### src/rtl/truth_table_sweeper_pkg.sv
// Shared definitions for the truth-table sweeper.
// Provides the FSM state encoding and the default sweep size. The bench
// imports the same package, so it sees the same state values and vector count.
package truth_table_sweeper_pkg;

  // Default number of swept inputs and the resulting number of vectors
  localparam int N_IN_DEFAULT = 4;
  localparam int N_VEC        = 2 ** N_IN_DEFAULT;

  // State encoding
  localparam logic [1:0] S_IDLE = 2'd0;
  localparam logic [1:0] S_RUN  = 2'd1;
  localparam logic [1:0] S_DONE = 2'd2;

  typedef enum logic [1:0] {
    IDLE = S_IDLE,
    RUN  = S_RUN,
    DONE = S_DONE
  } state_t;

endpackage

### src/rtl/truth_table_sweeper_hold_timer.sv
// hold_timer: modulo-HOLD cycle counter used to pace the sweep.
// Ports:
//   iClk    clock, rising edge
//   iRst_n  asynchronous active-low reset
//   iClear  synchronous clear; the count is held at 0 while it is high
//   oTc     terminal count, high while the count equals HOLD-1
// The count advances on every edge where iClear is low and wraps to 0 after
// the terminal count. With HOLD=1 the count stays at 0 and oTc is always high.
module hold_timer #(
  parameter int HOLD = 10
) (
  input  logic iClk,
  input  logic iRst_n,
  input  logic iClear,
  output logic oTc
);

  localparam int            W      = (HOLD > 1) ? $clog2(HOLD) : 1;
  localparam logic [W-1:0]  TC_VAL = W'(HOLD - 1);

  logic [W-1:0] count;

  assign oTc = (count == TC_VAL);

  // Free-running modulo counter, parked at zero while cleared
  always_ff @(posedge iClk or negedge iRst_n) begin
    if (!iRst_n) begin
      count <= '0;
    end else if (iClear) begin
      count <= '0;
    end else if (oTc) begin
      count <= '0;
    end else begin
      count <= count + 1'b1;
    end
  end

endmodule

### src/rtl/truth_table_sweeper.sv
// truth_table_sweeper: drives every input combination of a combinational
// block, holds each one for HOLD cycles, captures the block's response into a
// truth table and compares it with the EXPECTED constant.
// Ports:
//   iClk    clock, rising edge
//   iRst_n  asynchronous active-low reset
//   iStart  start or restart a sweep (level-sampled)
//   iAbort  abandon the sweep; wins over iStart
//   iY      response of the block under test
//   oVec    vector driven to the block (MSB is input A)
//   oIdx    index of the vector being driven
//   oBusy   sweep in progress
//   oDone   sweep finished, oTable valid
//   oTable  captured truth table, bit k is the response to vector k
//   oPass   oDone and oTable matches EXPECTED
module truth_table_sweeper
  import truth_table_sweeper_pkg::*;
#(
  parameter int          N_IN     = N_IN_DEFAULT,
  parameter int          HOLD     = 10,
  parameter logic [15:0] EXPECTED = 16'h0000
) (
  input  logic                 iClk,
  input  logic                 iRst_n,
  input  logic                 iStart,
  input  logic                 iAbort,
  input  logic                 iY,
  output logic [N_IN-1:0]      oVec,
  output logic [N_IN-1:0]      oIdx,
  output logic                 oBusy,
  output logic                 oDone,
  output logic [2**N_IN-1:0]   oTable,
  output logic                 oPass
);

  localparam int              NV       = 2 ** N_IN;
  localparam logic [N_IN-1:0] IDX_LAST = N_IN'(NV - 1);

  state_t          state;
  logic [N_IN-1:0] idx;
  logic            tc;
  logic [NV-1:0]   table_next;

  // The timer only runs during a sweep, so every sweep starts from count 0
  hold_timer #(.HOLD(HOLD)) u_hold_timer (
    .iClk   (iClk),
    .iRst_n (iRst_n),
    .iClear (state != RUN),
    .oTc    (tc)
  );

  // Table as it will look after the current sample lands; oPass is computed
  // from this so it is valid on the same edge that raises oDone
  always_comb begin
    table_next      = oTable;
    table_next[idx] = iY;
  end

  // Sweep controller. The end of the sweep is decided from the index before
  // it wraps back to zero.
  always_ff @(posedge iClk or negedge iRst_n) begin
    if (!iRst_n) begin
      state  <= IDLE;
      idx    <= '0;
      oVec   <= '0;
      oIdx   <= '0;
      oBusy  <= 1'b0;
      oDone  <= 1'b0;
      oTable <= '0;
      oPass  <= 1'b0;
    end else begin
      case (state)
        IDLE: begin
          if (iStart && !iAbort) begin
            state  <= RUN;
            idx    <= '0;
            oVec   <= '0;
            oIdx   <= '0;
            oTable <= '0;
            oBusy  <= 1'b1;
          end
        end

        RUN: begin
          if (iAbort) begin
            state <= IDLE;
            idx   <= '0;
            oVec  <= '0;
            oIdx  <= '0;
            oBusy <= 1'b0;
            oDone <= 1'b0;
          end else if (tc) begin
            oTable <= table_next;
            idx    <= idx + 1'b1;
            if (idx == IDX_LAST) begin
              state <= DONE;
              oVec  <= '0;
              oIdx  <= '0;
              oBusy <= 1'b0;
              oDone <= 1'b1;
              oPass <= (table_next == EXPECTED[NV-1:0]);
            end else begin
              oVec <= idx + 1'b1;
              oIdx <= idx + 1'b1;
            end
          end
        end

        DONE: begin
          if (iAbort) begin
            state <= IDLE;
            oDone <= 1'b0;
            oPass <= 1'b0;
          end else if (iStart) begin
            state  <= RUN;
            idx    <= '0;
            oVec   <= '0;
            oIdx   <= '0;
            oTable <= '0;
            oBusy  <= 1'b1;
            oDone  <= 1'b0;
            oPass  <= 1'b0;
          end
        end

        default: begin
          state <= IDLE;
          idx   <= '0;
          oVec  <= '0;
          oIdx  <= '0;
          oBusy <= 1'b0;
          oDone <= 1'b0;
          oPass <= 1'b0;
        end
      endcase
    end
  end

endmodule

### config.mk
export PLATFORM = sky130hd
export DESIGN_NAME = truth_table_sweeper
export DESIGN_NICKNAME = d
export VERILOG_FILES = /design/src/rtl/truth_table_sweeper_pkg.sv /design/src/rtl/truth_table_sweeper_hold_timer.sv /design/src/rtl/truth_table_sweeper.sv
export SDC_FILE = /design/constraint.sdc
export NUM_CORES = 1
export LEC_CHECK = 0
export CAP_MARGIN = 20
export CORE_MARGIN = 2
export CORE_UTILIZATION = 52
export DETAILED_ROUTE_END_ITERATION = 16
export GPL_ROUTABILITY_DRIVEN = 1
export GPL_TIMING_DRIVEN = 0
export PLACE_DENSITY = 0.89
export SETUP_SLACK_MARGIN = 0.15
export SLEW_MARGIN = 30
export SYNTH_ARGS = -nofsm -noshare
export SYNTH_HDL_FRONTEND = slang
export SYNTH_SLANG_ARGS = --single-unit
### constraint.sdc
create_clock -name iClk -period 2.3 [get_ports iClk]
set_clock_uncertainty 0.2 [all_clocks]
set_input_delay 0.23 -clock iClk [delete_from_list [all_inputs] [get_ports iClk]]
set_output_delay 0.23 -clock iClk [all_outputs]
set_load 0.01 [all_outputs]
==> summary.txt, run 1 <==
Pwr per Cell Area = 448 nW/um^2
Crit path to = oPass
Antenna Nets Post-Route = 0
Final Wtd Congestion = 0.901
Worst skew pair latency = 0.30 ns
Final setup violation count = 0
Headroom to the max-slew limit = 0.692
Post-synth top flop = dfrtp_1
Share of cells above drive strength 1 = 0.149
CP required = 2.30 ns
Ant. Diodes = 0
Yosys warnings = 0
Startpoint types = flip-flop
Final nets = 272
# DRC = 0
CTS tree = yes
CTS clk-pin slew, worst paths = 0.07 ns
Gate power share = 0.075
P&R area growth vs syn = 27.2%
Routed len/inst = 15.5 um
Clock buffer depth = 2
First-pass GRT wire length = 8070 um
Placed cells = 298
Data arrival, critical path = 2.02 ns
Distinct cell type count of the synthesized netlist = 47
Outcome = completed
Final period util = 0.876
Worst slew pin tran = 0.461 ns
Cell Int Power = 0.834 mW
Max_cap viols = 0
Number of flops mapped to enable cells by yosys = 0
Fin. Hold Viols = 0
Die Y-Extent = 65.1 um
Gr usage total = 0.251
CP max FO = 9
Seq. cell area = 828 um^2
# rows = 22
R2R depth = 8
Flop pwr share = 0.536
Fill cells = 284
Hpwl dp = 3290 um
Initial Util = 0.534
Routed WL = 4790 um
Root buf cell = clkbuf_8
Reg2reg end = oPass
I/O Pins = 32
R2R Path Start = idx[0]
CP Capture Type = flip-flop
Clock Power Share = 0.389
Fmax = 496 MHz
VDD IR max = 290 uV
Vias in the first global route = 1708
Gr ovfl total = 0
Switching share of power = 0.246
Pin count of the biggest net entering global routing = 19
CP Launch Point = idx[0]
Setup slack, reg-to-reg = 0.29 ns
Syn_area_per_cell = 8.90 um^2
Initial DRC count = 152
Vias = 1825
Final std cells w/o fill = 309
Antenna violations before repair = 0
# clock sinks = 33
Pins over their slew limit = 0
Die ar. = 4240 um^2
TritonRoute pass-1 iters = 4
Worst min path class = primary input to async pin
Asr flop ratio synth = 1.00
Area of the multi-input gates = 1010 um^2
Port bufs = 31
P_leak = 1.10 nW
Crit path time final = 2.01 ns
Via density = 5.91
Seq/Total Area, Yosys = 0.426
Syn nets = 230
Core area = 3630 um^2
Yosys reg bits = 33
Finished Core Util = 0.679
H-tree depth = 2
Gate Count Post-Synth = 218
Synth Cell Area = 1940 um^2
Die Wd = 65.1 um
RSZ-0062 raised after global routing = no
Crit path kind = flip-flop to flip-flop
Sw Pwr = 0.273 mW
CTS Buf Count = 5
## cell type report
cell class | instances | area share
Multi-Input combinational cell | 163 | 0.411
Sequential cell | 33 | 0.336
Timing Repair Buffer | 35 | 0.145
Buffer | 17 | 0.0446
Clock buffer | 8 | 0.0324
Tap cell | 48 | 0.0243
Inverter | 5 | 0.00760
## metal layers
layer	part of all wire	global-route usage	up-vias
met5	0	0	-
met4	0.023	0.133	0
met3	0.064	0.0428	8
met2	0.48	0.387	85
met1	0.44	0.341	875
li1	-	-	857
## what timing repair did
item                                    in CTS  in global routing
resized for setup                            3                  9
pin swaps                                    0                  1
setup buffers                                0                  2
hold buffers                                 1                  0
endpoints found under the setup margin       6                  9
hold endpoints to repair                    33                  0
## cells in the mapped netlist, types with 2 or more instances
cell	count	area (um^2)
a21oi_1	13	65.1
and2_1	2	12.5
buf_2	7	35.0
buf_4	6	45.0
clkbuf_1	2	7.51
dfrtp_1	33	826
ha_1	7	87.6
inv_1	5	18.8
mux2_2	2	22.5
mux2i_1	5	50.1
nand2_1	24	90.1
nand2b_1	3	18.8
nand3_1	7	35.0
nand3b_1	3	22.5
nor2_1	16	60.1
nor2b_1	6	37.5
nor3_1	2	10.0
o21a_1	2	15.0
o21ai_0	35	175
o21ai_1	3	15.0
o22ai_2	2	25.0
o31ai_1	6	45.0
xnor2_1	2	17.5
xor2_1	2	17.5
## sequential cells by signal, summed over array words and instances, names as in the netlist
name,count
oPass,1
oDone,1
u_hold_timer.count,4
state,2
idx,4
oIdx,4
oTable,16
oBusy,1
## power groups by stage
stage               registers [mW]  logic [mW]  clock network, mW
finish                       0.593      0.0835              0.430
global route                 0.593      0.0933              0.462
CTS                          0.593      0.0824              0.425
detailed placement           0.604      0.0803                  0
global placement             0.603      0.0745                  0
floorplan                    0.604      0.0378                  0
## through the flow
stage	cell area, um^2	setup slack [ns]	total power [mW]	hold slack, ns	setup TNS [ns]
after floorplan	1940	0.321	0.642	-0.266	0
after global placement	2310	-0.180	0.678	0.277	-1.14
after detailed placement	2330	-0.185	0.684	-0.0128	-1.20
after CTS	2430	0.163	1.10	0.213	0
after global routing	2470	0.171	1.15	0.254	0
final	2470	0.285	1.11	0.193	0
## worst min-delay path by stage
stage / startpoint / end / slack [ns]
after CTS: iRst_n / state[1] / 0.21
after global routing: iRst_n / state[1] / 0.25
after floorplan: iRst_n / idx[0] / -0.27
after global placement: oDone / oDone / 0.28
final: iRst_n / state[1] / 0.19
after detailed placement: iRst_n / oBusy / -0.01
## cell usage in the layout (no fill, tap or decap), types with 4 or more instances in the layout
master,n
o21ai_0,35
dfrtp_1,31
clkdlybuf4s50_1,30
nand2_1,21
nor2_1,16
a21oi_1,13
buf_4,8
buf_2,7
nand3_1,7
ha_1,7
nor2b_1,6
o31ai_1,6
mux2i_1,5
clkbuf_8,5
inv_1,4
clkbuf_1,4
## logic make-up after synthesis
kind of cell	after synthesis	synth area share
compound gates	74	0.231
mux	7	0.0374
xor+xnor	4	0.0181
simple gates	71	0.181
fa+ha+maj	7	0.0451
flops	33	0.426
buf+inv	22	0.0625
## critical path, cell delays in order (launching register included)
cell	delay, ns
dfrtp_2	0.45
inv_2	0.09
ha_1	0.16
buf_6	0.13
inv_1	0.07
o32a_1	0.34
o22ai_2	0.13
nand2_1	0.09
o41ai_2	0.26
(Power assumes the default switching activity.)
==> run 2, diff against run 1 <==
--- a/config.mk
+++ b/config.mk
@@ -5,13 +5,12 @@
 export SDC_FILE = /design/constraint.sdc
 export NUM_CORES = 1
 export LEC_CHECK = 0
-export CAP_MARGIN = 20
 export CORE_MARGIN = 2
-export CORE_UTILIZATION = 52
+export CORE_UTILIZATION = 48
 export DETAILED_ROUTE_END_ITERATION = 16
 export GPL_ROUTABILITY_DRIVEN = 1
 export GPL_TIMING_DRIVEN = 0
-export PLACE_DENSITY = 0.89
+export PLACE_DENSITY = 0.87
 export SETUP_SLACK_MARGIN = 0.15
 export SLEW_MARGIN = 30
 export SYNTH_ARGS = -nofsm -noshare
==> constraint.sdc (replaced) <==
create_clock -name iClk -period 1.75 [get_ports iClk]
set_clock_uncertainty 0.2 [all_clocks]
set_input_delay 0.175 -clock iClk [delete_from_list [all_inputs] [get_ports iClk]]
set_output_delay 0.175 -clock iClk [all_outputs]
set_load 0.1 [all_outputs]
==> summary.txt, run 2 (synthesized netlist as in run 1, its figures left out) <==
VDD IR max = 568 uV (+96%)
CTS tree = yes
RSZ-0062 raised after global routing = yes
Antenna violations before repair = 0 (unchanged)
Routed WL = 7650 um (+60%)
Clock buffer depth = 2 (unchanged)
Initial Util = 0.492 (-0.0419)
Final Wtd Congestion = 0.903 (+0.19%)
I/O Pins = 32 (unchanged)
Fmax = 488 MHz (-1.7%)
Die Y-Extent = 67.6 um (+3.8%)
Fin Hold WS = 0.127 ns (-0.0663 ns)
# DRC = 0 (unchanged)
CP Capture Type = flip-flop
Seq. cell area = 842 um^2 (+1.7%)
CTS Buf Count = 5 (unchanged)
Routed len/inst = 21.7 um (+40%)
Headroom to the max-slew limit = 0.639 (-0.0530)
Min setup slack post-route = -0.300 ns (-0.585 ns)
TritonRoute pass-1 iters = 7 (+3)
Root buf cell = clkbuf_8
Fin area = 3280 um^2 (+33%)
Fin. Hold Viols = 0 (unchanged)
Placement Cell Area = 2440 um^2 (+4.5%)
H-tree depth = 2 (unchanged)
Pwr per Cell Area = 514 nW/um^2 (+15%)
P_leak = 1.47 nW (+33%)
Finished Core Util = 0.832 (+0.153)
Failing checks = negative setup slack
Hpwl dp = 3410 um (+3.6%)
TNS Setup = -3.18 ns (-3.18 ns)
Antenna Nets Post-Route = 0 (unchanged)
Initial DRC count = 232 (+53%)
Max reg flops = 16 (unchanged)
CP max FO = 10 (+1)
CTS clk-pin slew, worst paths = 0.08 ns (about the same)
Pins over their slew limit = 0 (unchanged)
First-pass GRT wire length = 10200 um (+26%)
Vias = 2216 (+21%)
# rows = 23 (+4.5%)
Gr usage total = 0.306 (+0.0542)
P&R area growth vs syn = 69.1%
Die Wd = 67.6 um (+3.8%)
Startpoint types = flip-flop
Ant. Diodes = 0 (unchanged)
Most common cell after layout, fill and taps aside = buf_4
Worst skew pair latency = 0.30 ns (about the same)
Area of the multi-input gates = 1430 um^2 (+41%)
Pin count of the biggest net entering global routing = 19 (unchanged)
Fill cells = 212 (-25%)
Worst slew pin tran = 0.544 ns (+0.0821 ns)
Crit path time final = 2.05 ns (+0.0353 ns)
Final nets = 314 (+15%)
Final setup violation count = 28 (+28)
Top reg by flops = oTable
Die ar. = 4570 um^2 (+7.8%)
Commonest non-fill, non-tap cells in the layout = buf_4, buf_2, nand2_1, dfrtp_1, buf_6
Core area = 3940 um^2 (+8.5%)
# clock sinks = 33 (unchanged)
Port bufs = 31 (unchanged)
Vias in the first global route = 2055 (+20%)
Outcome = complete, but fails checks
Share of cells above drive strength 1 = 0.630 (+0.481)
Worst min path class = primary input to async pin
Via density = 6.28 (+6.3%)
CP Launch Point = idx[2]
Gr ovfl total = 0 (unchanged)
Final period util = 1.17 (+0.295)
Max_cap viols = 0 (unchanged)
Crit path kind = flip-flop to flip-flop
R2R Path Start = idx[2]
Data arrival, critical path = 2.04 ns (+0.02 ns)
CP required = 1.74 ns (-0.56 ns)
==> run 2: cell count changes in the layout (fill, tap and decap cells not counted), moves of 13 or more <==
| cell | change |
|---|---|
| o21ai_1 | +13 |
| buf_2 | +18 |
| o21ai_2 | +16 |
| buf_6 | +17 |
| clkdlybuf4s50_1 | -27 |
| o21ai_0 | -33 |
| buf_4 | +24 |
==> run 2: metrics by stage <==
step	setup slack (ns)	std cells	total power, mW
2_1_floorplan	-0.0993	218	0.880
3_3_place_gp	-0.471	299	0.928
3_5_place_dp	-0.557	300	0.937
4_1_cts	-0.276	340	1.64
5_1_grt	-0.377	353	1.71
6_report	-0.300	353	1.69
==> run 2: repair_timing <==
item,in CTS,in global routing
resized for setup,189,61
setup endpoints to repair,56,42
hold endpoints to repair,33,0
setup buffers,28,13
pin swaps,20,19
gates cloned,3,0
hold buffers,1,0
==> run 2: per-layer routing <==
metal | routed length [um] | GRT usage | vias to the layer above
li1 | - | - | 945
met1 | 2940 | 0.366 | 1087
met2 | 3860 | 0.526 | 142
met3 | 508 | 0.0567 | 42
met4 | 347 | 0.143 | 0
met5 | 0 | 0 | -
==> run 2: path summary, 6_finish.rpt <==
check	to	slack (ns)	depth (start not counted)
min reg2reg	oDone	0.31	1
min	oTable[3]	0.13	2
max	oPass	-0.30	6
max in group asynchronous	idx[1]	0.77	3
min in group iClk	oDone	0.31	1
max reg2reg	oPass	-0.30	6
==> run 2: layout make-up <==
cell class / count / area share
multi-input cells: 164 / 0.435
clock buffers: 7 / 0.0294
inverters: 5 / 0.00648
well taps: 50 / 0.0191
plain buffers: 17 / 0.0503
clock inverters: 1 / 0.00153
repair buffers: 76 / 0.201
flip-flops and latches: 33 / 0.257
==> run 2: critical path, stage by stage, from the launching register on <==
cell and delay [ns]:
dfrtp_1 0.40, buf_4 0.21, and2b_2 0.29, nand2_1 0.13, mux2i_1 0.28, o2111ai_2 0.19
o41ai_2 0.23
==> run 2: where the power goes <==
group / internal, mW / switching, mW / total [mW]
Clock: 0.356 / 0.320 / 0.676
Sequential: 0.771 / 0.00679 / 0.778
Combinational: 0.0858 / 0.148 / 0.233
Total: 1.21 / 0.474 / 1.69
